===== config.mk =====
export PLATFORM = sky130hd
export DESIGN_NAME = fft_bitrev_buffer
export DESIGN_NICKNAME = d
export VERILOG_FILES = /design/src/rtl/fft_bitrev_buffer.sv
export SDC_FILE = /design/constraint.sdc
export NUM_CORES = 2
export LEC_CHECK = 0
export BUFFER_PORTS_ARGS = -buffer_cell sky130_fd_sc_hd__buf_2
export CAP_MARGIN = 30
export CORE_AREA = 2 2 479 481
export CTS_BUF_LIST = sky130_fd_sc_hd__clkbuf_8
export DETAILED_ROUTE_END_ITERATION = 8
export DIE_AREA = 0 0 481 483
export GPL_TIMING_DRIVEN = 0
export SETUP_SLACK_MARGIN = 0.15
export SLEW_MARGIN = 0
export SYNTH_ARGS = -nofsm -noshare
export SYNTH_HDL_FRONTEND = slang
export SYNTH_SLANG_ARGS = --single-unit

===== constraint.sdc =====
create_clock -name clk -period 4.1 [get_ports clk]
set_clock_uncertainty 0.2 [all_clocks]
set_input_delay 0.41 -clock clk [delete_from_list [all_inputs] [get_ports clk]]
set_output_delay 0.41 -clock clk [all_outputs]
set_load 0.01 [all_outputs]

===== src/rtl/fft_bitrev_buffer.sv =====
// fft_bitrev_buffer
//   Ping-pong input reorder buffer ahead of a radix-2 DIT butterfly network.
//   Samples arrive in natural order and each N = 2^LOG2N frame leaves in
//   bit-reversed index order. Data passes through unmodified.
//
// Ports:
//   clk, reset   rising-edge clock, synchronous active-high reset
//   in_valid     upstream sample valid
//   in_ready     buffer can take a sample (bank being written is EMPTY)
//   in_data      packed complex sample {re, im}, natural order
//   out_valid    a FULL bank is presented on the output
//   out_ready    downstream accepts the current output
//   out_data     sample at bitrev(read count) of the bank being read
//   out_index    natural-order index of out_data
//   out_last     final sample of the frame
module fft_bitrev_buffer #(
  parameter int unsigned WIDTH = 32,
  parameter int unsigned LOG2N = 5
) (
  input  logic             clk,
  input  logic             reset,
  input  logic             in_valid,
  output logic             in_ready,
  input  logic [WIDTH-1:0] in_data,
  output logic             out_valid,
  input  logic             out_ready,
  output logic [WIDTH-1:0] out_data,
  output logic [LOG2N-1:0] out_index,
  output logic             out_last
);

  localparam int unsigned      N        = 1 << LOG2N;
  localparam logic [LOG2N-1:0] CNT_LAST = '1;

  typedef enum logic {
    EMPTY = 1'b0,
    FULL  = 1'b1
  } bank_state_e;

  bank_state_e      state_q [2];
  bank_state_e      state_d [2];
  logic             wr_bank_q, wr_bank_d;
  logic             rd_bank_q, rd_bank_d;
  logic [LOG2N-1:0] wr_cnt_q, wr_cnt_d;
  logic [LOG2N-1:0] rd_cnt_q, rd_cnt_d;

  logic [WIDTH-1:0] bank_mem [2][N];

  logic             wr_acc;
  logic             rd_acc;
  logic [LOG2N-1:0] rd_idx;

  assign rd_idx = {<<{rd_cnt_q}};

  always_comb begin
    in_ready  = (state_q[wr_bank_q] == EMPTY);
    out_valid = (state_q[rd_bank_q] == FULL);
    wr_acc    = in_valid && in_ready;
    rd_acc    = out_valid && out_ready;

    out_data  = '0;
    out_index = '0;
    out_last  = 1'b0;
    if (out_valid) begin
      out_data  = bank_mem[rd_bank_q][rd_idx];
      out_index = rd_idx;
      out_last  = (rd_cnt_q == CNT_LAST);
    end
  end

  // A write only ever targets an EMPTY bank and a read only a FULL one, so
  // the two state updates below always hit different banks and both apply.
  always_comb begin
    state_d   = state_q;
    wr_bank_d = wr_bank_q;
    wr_cnt_d  = wr_cnt_q;
    rd_bank_d = rd_bank_q;
    rd_cnt_d  = rd_cnt_q;

    if (wr_acc) begin
      wr_cnt_d = wr_cnt_q + 1'b1;
      if (wr_cnt_q == CNT_LAST) begin
        state_d[wr_bank_q] = FULL;
        wr_bank_d          = ~wr_bank_q;
      end
    end

    if (rd_acc) begin
      rd_cnt_d = rd_cnt_q + 1'b1;
      if (rd_cnt_q == CNT_LAST) begin
        state_d[rd_bank_q] = EMPTY;
        rd_bank_d          = ~rd_bank_q;
      end
    end
  end

  always_ff @(posedge clk) begin
    if (reset) begin
      state_q[0] <= EMPTY;
      state_q[1] <= EMPTY;
      wr_bank_q  <= 1'b0;
      rd_bank_q  <= 1'b0;
      wr_cnt_q   <= '0;
      rd_cnt_q   <= '0;
    end else begin
      state_q    <= state_d;
      wr_bank_q  <= wr_bank_d;
      rd_bank_q  <= rd_bank_d;
      wr_cnt_q   <= wr_cnt_d;
      rd_cnt_q   <= rd_cnt_d;
    end
  end

  // Storage is never cleared; reset only discards it by emptying the bank states.
  always_ff @(posedge clk) begin
    if (wr_acc && !reset) begin
      bank_mem[wr_bank_q][wr_cnt_q] <= in_data;
    end
  end

endmodule


==> run_results.csv <==
group,metric,value,unit
status,run_status,"finished, violations left",
status,violations,"negative setup slack",
finish,fillers,19400,
yosys,synth_top_flop_cell,"sky130_fd_sc_hd__edfxtp_1",
yosys,synth_fp_nets,3550,
placement,place.detailed.hpwl,154000,um
route,detail-route-antenna-nets,0,
route,residual_drc,0,
sta,timing.final.max_slew_violations,0,
die,num_rows,175,
pwr,p_leak,29.7,nW
route,wl,236000,um
clock_network,clock_tree.htree_level_count,5,
finish,final_core_util,0.427,
finish,synthToLayoutAreaGrowth,22.5,%
sta,setup_viol,32,
global_routing,via_count_of_the_first_global_routing_pass,41400,
pwr,power_per_cell_area,411,nW/um2
sta,period_minus_slack,4.37,ns
die,die_w,481,um
yosys,synth_seq_cells,2063,
global_routing,maximum_number_of_pins_on_one_net_before_global_route_repair,65,
die,die_area,232000,um2
yosys,synth_seq_area_share,0.781,
yosys,synth_common_cells,"sky130_fd_sc_hd__edfxtp_1, sky130_fd_sc_hd__mux4_2, sky130_fd_sc_hd__mux2i_1, sky130_fd_sc_hd__nand2_1, sky130_fd_sc_hd__nor2_1",
yosys,synth_top_area_frac,0.777,
clock_network,worst_setup_hold_path_clk_slew,0.06,ns
yosys,syn-instance-count,3507,
critical_path,path_cells,"buf_12 -> buf_4 -> clkbuf_16 -> buf_16 -> buf_12 -> mux4_2 -> mux4_2 -> nor2_4 -> o32ai_4 -> buf_2",
yosys,syn-mean-instance-area,22.6,um2
clock_network,clock-sinks,2063,
hold_path,timing.hold.worst.class,"primary input to register",
finish,drive_gt1_frac,0.366,
yosys,yosysTopAreaCell,"sky130_fd_sc_hd__edfxtp_1",
finish,fin_nets,4214,
yosys,synth_edf_count,2048,
critical_path,critical_path_cell_with_the_highest_stage_delay,"sky130_fd_sc_hd__mux4_2",
die,design.portCount,76,
route,routedWlPerCell,31.8,um
run,drv_cap,0,
finish,multi_input_comb_area,18700,um2
die,floorplan.core_area,227000,um2
sta,clock.fmax,229,MHz
yosys,syn_area,79100,um2
critical_path,timing.critical_path.to_type,"primary output",
placement,place.gp.congestion,0.845,
clock_network,tritoncts_clock_tree,"done",
route,first_iter_violations,5617,
clock_network,cts_root_buffer_type,"sky130_fd_sc_hd__clkbuf_8",
sta,rsz0062_at_grt,"yes",
placement,numPlacedInstances,6706,
sta,timing_hold_violations_final,0,
die,floorplan.die.height,483,um
sta,slew_headroom,0.258,
clock_network,cts-buffers-inserted,342,
yosys,synthMostInstantiatedCell,"sky130_fd_sc_hd__edfxtp_1",
pwr,total_power,39.8,mW
global_routing,first_pass_grt_wire_length,324000,um
route,dr.pass1.iters,8,
yosys,fraction_of_registers_with_async_set_reset,0,
clock_network,clk_latency,1.05,ns
yosys,synth_area_leaders,"sky130_fd_sc_hd__edfxtp_1, sky130_fd_sc_hd__mux4_2, sky130_fd_sc_hd__mux2i_1, sky130_fd_sc_hd__nand2_1, sky130_fd_sc_hd__nor2_1",
route,vias,41300,
critical_path,startpoint_type_of_the_worst_setup_path,"register",
sta,finalCritPeriodShare,1.07,
finish,area.sequential,61800,um2
critical_path,required,3.49,ns
yosys,synthDistinctLibCells,50,
sta,layout_setup_ws,-0.270,ns
critical_path,crit_path_max_fanout,6,
critical_path,path_class,"register to primary output",
critical_path,cp_slowest_stage_delay,0.62,ns
placement,place.port_buffers,74,
global_routing,grt_antenna_before_repair,18,
sta,tightestPinTransition,1.11,ns
die,floorplan.initialDensity,0.349,
yosys,ys_warn_count,0,
route,via_per_inst,5.57,
pwr,peakVddDrop,0.000359,V
finish,instances_no_fill,7417,
global_routing,globalRoute.totalOverflow,0,
global_routing,grt_util_all_layers,0.199,
critical_path,cp.arrival,3.76,ns
clock_network,clk_path_buf_depth,4,
[cells in the final DEF, fill, tap and decap left out, types with 15 or more instances in the layout]
master,count
sky130_fd_sc_hd__nor2_4,75
sky130_fd_sc_hd__inv_1,128
sky130_fd_sc_hd__buf_16,45
sky130_fd_sc_hd__clkbuf_1,21
sky130_fd_sc_hd__clkbuf_4,17
sky130_fd_sc_hd__a2bb2oi_1,15
sky130_fd_sc_hd__buf_8,21
sky130_fd_sc_hd__edfxtp_1,2048
sky130_fd_sc_hd__mux2i_2,36
sky130_fd_sc_hd__clkinv_2,17
sky130_fd_sc_hd__dlygate4sd3_1,38
sky130_fd_sc_hd__a221oi_1,19
sky130_fd_sc_hd__a22oi_1,36
sky130_fd_sc_hd__clkbuf_8,359
sky130_fd_sc_hd__mux2i_1,129
sky130_fd_sc_hd__clkinv_1,79
sky130_fd_sc_hd__mux4_2,485
sky130_fd_sc_hd__buf_12,133
sky130_fd_sc_hd__nand3_1,16
sky130_fd_sc_hd__buf_6,42
sky130_fd_sc_hd__mux2i_4,35
sky130_fd_sc_hd__nor2_1,27
sky130_fd_sc_hd__a21oi_4,15
sky130_fd_sc_hd__buf_2,69
sky130_fd_sc_hd__buf_4,72
sky130_fd_sc_hd__clkbuf_2,26
sky130_fd_sc_hd__nand2_1,112
sky130_fd_sc_hd__a21oi_1,20
sky130_fd_sc_hd__a221oi_2,21
[power by group]
group | total [mW] | internal [mW] | switching, mW
registers | 23.2 | 23.2 | 0.00923
logic | 0.643 | 0.156 | 0.486
clock network | 16.0 | 7.94 | 8.03
[final cells by class]
| cell class | instances | share of cell area |
|---|---|---|
| clock buffers | 348 | 0.0494 |
| clock inverters | 228 | 0.00997 |
| diodes | 5 | 0.000129 |
| plain buffers | 193 | 0.0250 |
| multi-input cells | 1242 | 0.193 |
| well taps | 3009 | 0.0389 |
| inverters | 9 | 0.000426 |
| repair buffers | 320 | 0.0450 |
| flip-flops and latches | 2063 | 0.638 |
[logic make-up after synthesis]
| logic type | share of synthesized area |
|---|---|
| DFF | 0.781 |
| AOI/OAI and AO/OA | 0.0236 |
| and+or+nand+nor | 0.0151 |
| muxes | 0.165 |
| buffers and inverters | 0.0132 |
| adders and majority gates | 0.00111 |
| xor gates and xnor gates | 0.000886 |
[metrics by stage]
stage / cell area, um2 / hold slack (ns) / setup WS (ns) / TNS [ns]
global placement: 83200 / 0.347 / -2.29 / -3620.45
CTS: 95400 / 0.0297 / -0.333 / -7.78
finish: 96900 / 0.0934 / -0.270 / -5.29
global route: 96900 / 0.0647 / -0.337 / -7.43
floorplan: 79100 / 0.309 / 0.790 / 0
detailed placement: 86100 / 0.349 / -0.984 / -16.58
[state kept, by name, summed over array words and instances (netlist names), named ones only]
| register | cells |
|---|---|
| wr_cnt_q | 5 |
| state_q | 2 |
| rd_bank_q | 1 |
| wr_bank_q | 1 |
| rd_cnt_q | 5 |
| bank_mem | 2048 |
[per-layer routing]
layer	global-route usage	vias to the layer above	wire length (um)
met5	0	-	21
met4	0.0757	4	8910
met3	0.0388	500	21200
met2	0.317	2286	114000
met1	0.270	22200	92000
li1	-	16300	-
[worst max-delay path: cells and delay by family (launching register included)]
family                 cells  cell delay (ns)
AND/OR/NAND/NOR            1             0.19
buffers and inverters      6             0.88
AO/OA/AOI/OAI              1             0.13
flip-flops                 1             0.34
multiplexers               2             1.12
[path summary, 6_finish.rpt]
| kind | start | cells past startpoint | slack (ns) | endpoint |
|---|---|---|---|---|
| setup reg to reg | wr_bank_q | 5 | 0.32 | bank_mem[1][735] |
| hold / removal | in_data[6] | 2 | 0.09 | bank_mem[1][870] |
| hold reg to reg | rd_bank_q | 2 | 0.39 | state_q[1] |
| setup / recovery | register | 10 | -0.27 | out_data[27] |
[repair_timing]
action	in CTS	in global routing
pin swaps	39	41
endpoints found under the setup margin	41	32
gates resized for setup	653	131
endpoints found under the hold margin	2063	4
buffers inserted	21	52
gates cloned	5	7
hold buffers	37	1
Note: power is estimated with default switching activity, not from simulation.
